$ cat src/rtl/polar_sched_pkg.sv
// Shared types and helpers for the polar SC decode scheduler.
package polar_sched_pkg;

    typedef enum logic [2:0] {
        IDLE,
        SETUP,
        OP,
        DEC,
        FIN
    } state_t;

    typedef enum logic {
        OP_F = 1'b0,
        OP_G = 1'b1
    } op_t;

    // Beats needed to produce the 2^s outputs of stage s with 2^log2pe lanes.
    function automatic int unsigned beats_of(input int unsigned s, input int unsigned log2pe);
        if (s <= log2pe) begin
            return 1;
        end
        return 32'd1 << (s - log2pe);
    endfunction

endpackage

$ cat src/rtl/polar_ctz.sv
// Combinational trailing-zero count; a zero input reports 0.
module polar_ctz #(
    parameter int W = 10
) (
    input  logic [W-1:0] value_i,
    output logic [W-1:0] count_o
);

    // Scanning from the MSB down leaves the lowest set bit's index last.
    always_comb begin
        count_o = '0;
        for (int k = W - 1; k >= 0; k--) begin
            if (value_i[k]) begin
                count_o = W'(k);
            end
        end
    end

endmodule

$ cat src/rtl/polar_sc_schedule_ctrl.sv
// Successive-cancellation schedule controller: walks bits 0..N-1, issuing
// f/g beats per stage with LLR RAM addresses, then hands off each decision.
module polar_sc_schedule_ctrl #(
    parameter int CODE_LENGTH = 1024,
    parameter int LOG2_N      = 10,
    parameter int PE_NUM      = 64,
    parameter int LOG2_PE     = 6
) (
    input  logic              clk,
    input  logic              reset,
    input  logic              start,
    output logic              busy,
    output logic              done,
    output logic              op_valid,
    input  logic              op_ready,
    output logic              op_is_g,
    output logic [LOG2_N-1:0] op_stage,
    output logic              op_src_chan,
    output logic [LOG2_N-1:0] op_rd_addr_a,
    output logic [LOG2_N-1:0] op_rd_addr_b,
    output logic [LOG2_N-1:0] op_wr_addr,
    output logic [LOG2_PE:0]  op_lanes_log2,
    output logic              dec_req,
    input  logic              dec_ack,
    output logic [LOG2_N-1:0] dec_idx
);

    import polar_sched_pkg::*;

    localparam int                LW         = LOG2_PE + 1;
    localparam logic [LOG2_N-1:0] ONE        = LOG2_N'(1);
    localparam logic [LOG2_N-1:0] LAST_STAGE = LOG2_N'(LOG2_N - 1);
    localparam logic [LOG2_N-1:0] PE_STAGE   = LOG2_N'(LOG2_PE);
    localparam logic [LOG2_N-1:0] LAST_BIT   = LOG2_N'(CODE_LENGTH - 1);

    state_t            state_q;
    op_t               isG_q;
    logic [LOG2_N-1:0] bitIdx_q, beat_q, stage_q;
    logic [LOG2_N-1:0] addrA_q, addrB_q, wrAddr_q;
    logic [LW-1:0]     lanes_q;
    logic              busy_q, done_q, opValid_q, chan_q, decReq_q;

    logic [LOG2_N-1:0] ctzCount;
    logic [LOG2_N-1:0] stage_d, beat_d, pow2, base, j0;
    logic [LOG2_N-1:0] addrA_d, addrB_d, wrAddr_d;
    logic [LW-1:0]     lanes_d;
    op_t               isG_d;
    logic              chan_d, lastBeat, advance;

    polar_ctz #(.W(LOG2_N)) u_ctz (
        .value_i (bitIdx_q),
        .count_o (ctzCount)
    );

    // Next beat to present: the first beat of a bit in SETUP, else the successor
    // of the beat being accepted. The stage-0 underflow on the final beat is unused.
    always_comb begin
        lastBeat = (32'(beat_q) == beats_of(32'(stage_q), LOG2_PE) - 1);
        stage_d  = stage_q;
        beat_d   = beat_q + ONE;
        isG_d    = isG_q;
        if (state_q == SETUP) begin
            stage_d = (bitIdx_q == '0) ? LAST_STAGE : ctzCount;
            beat_d  = '0;
            isG_d   = (bitIdx_q == '0) ? OP_F : OP_G;
        end else if (lastBeat) begin
            stage_d = stage_q - ONE;
            beat_d  = '0;
            isG_d   = OP_F;
        end
        pow2     = ONE << stage_d;
        chan_d   = (stage_d == LAST_STAGE);
        base     = chan_d ? '0 : (pow2 << 1);
        j0       = LOG2_N'(32'(beat_d) * PE_NUM);
        addrA_d  = base + j0;
        addrB_d  = addrA_d + pow2;
        wrAddr_d = pow2 + j0;
        lanes_d  = (stage_d > PE_STAGE) ? LW'(LOG2_PE) : LW'(stage_d);
        advance  = (state_q == SETUP) ||
                   ((state_q == OP) && op_ready && !(lastBeat && (stage_q == '0)));
    end

    // Control FSM; every beat field is registered and only reloads on advance,
    // so the op bus is stable across stalls.
    always_ff @(posedge clk) begin
        if (reset) begin
            state_q   <= IDLE;
            isG_q     <= OP_F;
            bitIdx_q  <= '0;
            beat_q    <= '0;
            stage_q   <= '0;
            addrA_q   <= '0;
            addrB_q   <= '0;
            wrAddr_q  <= '0;
            lanes_q   <= '0;
            busy_q    <= 1'b0;
            done_q    <= 1'b0;
            opValid_q <= 1'b0;
            chan_q    <= 1'b0;
            decReq_q  <= 1'b0;
        end else begin
            done_q <= 1'b0;
            case (state_q)
                IDLE: begin
                    if (start) begin
                        state_q  <= SETUP;
                        busy_q   <= 1'b1;
                        bitIdx_q <= '0;
                    end
                end
                SETUP: begin
                    state_q   <= OP;
                    opValid_q <= 1'b1;
                end
                OP: begin
                    if (op_ready && lastBeat && (stage_q == '0)) begin
                        state_q   <= DEC;
                        opValid_q <= 1'b0;
                        decReq_q  <= 1'b1;
                    end
                end
                DEC: begin
                    if (dec_ack) begin
                        decReq_q <= 1'b0;
                        if (bitIdx_q == LAST_BIT) begin
                            state_q <= FIN;
                            busy_q  <= 1'b0;
                            done_q  <= 1'b1;
                        end else begin
                            state_q  <= SETUP;
                            bitIdx_q <= bitIdx_q + ONE;
                        end
                    end
                end
                FIN: begin
                    state_q <= IDLE;
                end
                default: begin
                    state_q <= IDLE;
                end
            endcase
            if (advance) begin
                stage_q  <= stage_d;
                beat_q   <= beat_d;
                isG_q    <= isG_d;
                chan_q   <= chan_d;
                addrA_q  <= addrA_d;
                addrB_q  <= addrB_d;
                wrAddr_q <= wrAddr_d;
                lanes_q  <= lanes_d;
            end
        end
    end

    assign busy          = busy_q;
    assign done          = done_q;
    assign op_valid      = opValid_q;
    assign op_is_g       = isG_q;
    assign op_stage      = stage_q;
    assign op_src_chan   = chan_q;
    assign op_rd_addr_a  = addrA_q;
    assign op_rd_addr_b  = addrB_q;
    assign op_wr_addr    = wrAddr_q;
    assign op_lanes_log2 = lanes_q;
    assign dec_req       = decReq_q;
    assign dec_idx       = bitIdx_q;

endmodule

$ cat config.mk
export PLATFORM = sky130hd
export DESIGN_NAME = polar_sc_schedule_ctrl
export DESIGN_NICKNAME = d
export VERILOG_FILES = /design/src/rtl/polar_sched_pkg.sv /design/src/rtl/polar_ctz.sv /design/src/rtl/polar_sc_schedule_ctrl.sv
export SDC_FILE = /design/constraint.sdc
export NUM_CORES = 1
export LEC_CHECK = 0
export CORE_ASPECT_RATIO = 0.8
export CORE_MARGIN = 2
export CORE_UTILIZATION = 50
export DETAILED_ROUTE_END_ITERATION = 10
export PLACE_DENSITY_LB_ADDON = 0.12
export SLEW_MARGIN = 40
export SYNTH_ARGS = -nofsm -noshare
export SYNTH_HDL_FRONTEND = slang
export SYNTH_HIERARCHICAL = 1
export SYNTH_SLANG_ARGS = --single-unit
$ cat constraint.sdc
create_clock -name clk -period 9.2 [get_ports clk]
set_input_delay 1.38 -clock clk [delete_from_list [all_inputs] [get_ports clk]]
set_output_delay 1.38 -clock clk [all_outputs]
set_load 0.01 [all_outputs]
==> results.cfg <==
[status]
status = finished clean

[placed_design]
dp.cells = 829
gp_congestion = 0.894
io_buffers = 66
dp_hpwl_um = 10200

[detailed_routing]
vias_per_cell = 5.77
vias = 4877
dr.pass1.iters = 5
drtIter0Drc = 321
postRouteAntennaNets = 0
wl_um = 13800
wl_per_cell_um = 16.4
drc = 0

[worst_hold_path]
min_from = op_rd_addr_b[4]
whs_endpoint = op_rd_addr_b[4]
holdPathStages = 2
hold_path_class = flop to flop

[critical_path]
path_buf_inv = 0
crit_required_ns = 9.45
crit_arrival_ns = 8.03
r2r_end = op_rd_addr_b[9]
reg2reg_from = op_stage[1]
critPathSlowestCell = dfxtp_1
cp-end-kind = flop
worst-r2r-cell-count = 28
critPathLaunchType = flop
worstSetupPathType = flop to flop
max_stage_delay_ns = 0.63
regToRegSetupSlack_ns = 1.42
path_max_fanout = 16
path_delay_family = simple AND/OR/NAND/NOR gates

[logic_synthesis]
synth_top_cell_by_area = dfxtp_1
synth.distinct_cells = 78
synth_top_area_share_pct = 28.9
synth_edf_count = 0
synth_area_mm2 = 0.00513
ys_ff_latch = 74
synth_area_leaders = dfxtp_1, nor2_1, ha_1
ys_seq_area_share_pct = 28.9
synthCells = 660
ys.warnings.count = 6
async_flop_share_pct = 0
synth_flop_cell = dfxtp_1
avgSynthCellArea_um2 = 7.77

[timing]
tightest_slew_ns = 0.793
max_freq_ghz = 0.128
min_period_over_period_pct = 84.6
rsz0062_at_grt = no
fin_skew_ns = 0.00732
hold_viol_final = 0
maxSlewHeadroom_pct = 46.8
layout_min_cycle_time_ns = 7.78
setup_viol = 0
drv_slew = 0
final.setup.tns_ns = 0

[cts]
cts_setup_buffers = 0
cts_resized = 0
clock-root-buffer = clkbuf_16
clk_path_buf_depth = 2
cts_tree = done
clk_pin_slew_ns = 0.06
ctsHoldBuffers = 0
clk_latency_ns = 0.34
cts_sinks = 74
numCtsBuffers = 9
cts_max_level = 3

[finish]
antennaDiodeCount = 0
layout-drive-gt1-share_pct = 7.52
fin_nets = 731
fin_cells = 845
areaGrowthSynthToFinish_pct = 18.1

[power]
ir_drop_uv = 107
power.density_cell_area_mw_per_mm2 = 215
power_leakage_nw = 2.26

[global_route]
grt_pass1_vias = 4546
grt-ovfl-total = 0
grt_pass1_wl_um = 22800
antenna_found_initial = 0
grt_max_degree = 55
grt_usage_pct = 26.0

[floorplan]
dieWidth_um = 117
die_area_mm2 = 0.0111
rows = 33
io_pins = 68
core_mm2 = 0.0101
start_util_pct = 50.7
die_y_um = 94.6

[run]
max_cap_violations = 0
==> per-stage QoR <==
step	hold slack, ns	worst slack [ns]	cell area [µm²]	power, mW	utilization [%]
after floorplan	0.460	2.35	5150	0.810	-
after global placement	0.442	1.53	5780	0.968	57.1
after detailed placement	0.444	1.45	5780	0.968	57.1
after CTS	0.452	1.46	6060	1.31	59.9
after global routing	0.466	0.716	6060	1.40	59.9
final	0.449	1.42	6060	1.30	59.9
==> worst register-to-register path: cells and delay by family, from the launching register on <==
kind | cells | cell delay (ns)
and+or+nand+nor | 11 | 2.78
adders and majority gates | 3 | 1.19
DFF | 1 | 0.63
xor gates and xnor gates | 2 | 0.56
AOI/OAI and AO/OA | 12 | 2.54
==> cells by family (layout without fill, tap and decap cells) <==
group           count (synthesis)  after routing  share of synthesized area (%)
xor+xnor                       27             27                           4.88
simple gates                  299            299                           30.3
fa+ha+maj                      26             26                           6.78
buf+inv                        63            103                           5.95
mux                             4              4                          0.780
other cells                     2              7                          0.146
compound gates                165            165                           22.3
flops                          74             74                           28.9
==> sequential cells by signal, indices dropped and copies added, names as in the netlist <==
name           flops
beat_q            10
busy               1
dec_idx           10
dec_req            1
done               1
op_is_g            1
op_lanes_log2      7
op_rd_addr_a       9
op_rd_addr_b      10
op_src_chan        1
op_stage          10
op_valid           1
op_wr_addr         9
state_q            3
==> worst max path at each step <==
stage,slack [ns],cells after the start,end,start
global route,0.72,28,op_rd_addr_b[9],op_stage[1]
global placement,1.53,28,op_rd_addr_b[9],op_stage[0]
CTS,1.46,29,op_rd_addr_b[9],op_stage[1]
detailed placement,1.45,29,op_rd_addr_b[9],op_stage[1]
finish,1.42,28,op_rd_addr_b[9],op_stage[1]
floorplan,2.35,33,op_rd_addr_b[9],op_stage[1]
==> routing by layer <==
layer	track usage [%]	share of wire (%)
met5	0	0
met4	5.78	1.0
met3	4.88	4.5
met2	40.7	45
met1	37.1	50
==> cells in the final DEF (no fill, tap or decap), types with 9 or more instances in the layout <==
master           synthesis  layout
a211oi_1                10      10
nand2_1                 71      71
ha_1                    23      23
inv_1                   17      17
nand4_1                 11      11
dfxtp_1                 74      74
clkbuf_16                0       9
xor2_1                  12      12
and3_1                  14      14
nor2_1                  86      85
xnor2_1                 14      14
nor4_1                  11      11
nand3b_1                 9       9
clkdlybuf4s50_1          0      65
or3_1                   10      10
a21oi_1                 49      49
nand3_1                 19      19
o21ai_0                 23      23
nor3_1                  13      13
and2_1                  14      14
==> cell usage after synthesis (7+ instances only) <==
cell type	count
and3_1	14
o21ai_1	7
or3_1	10
and2_1	14
buf_2	10
a211oi_1	10
nand4_1	11
nor2_1	86
xor2_1	12
nor3_1	13
nand3_1	19
dfxtp_1	74
o21ai_0	23
buf_4	9
nand2b_1	8
xnor2_1	14
ha_1	23
nor4_1	11
a21o_1	8
a311oi_1	8
clkbuf_1	23
inv_1	17
a21oi_1	49
nand2_1	71
nand3b_1	9
==> where the power goes <==
group          switching [mW]  leakage [nW]  total [mW]  internal (mW)
registers              0.0426         0.601       0.394          0.351
logic                   0.349          1.54       0.575          0.226
clock network           0.142         0.124       0.333          0.191
==> layout make-up <==
type                    count  area (µm²)
clock inverters             5        38.8
well taps                 140         175
inverters                  17        63.8
clock buffers              11         243
repair buffers             70         686
flip-flops and latches     74        1480
multi-input cells         528        3370
fillers                   927        4050
No activity file was read; power rests on OpenSTA's default activity.
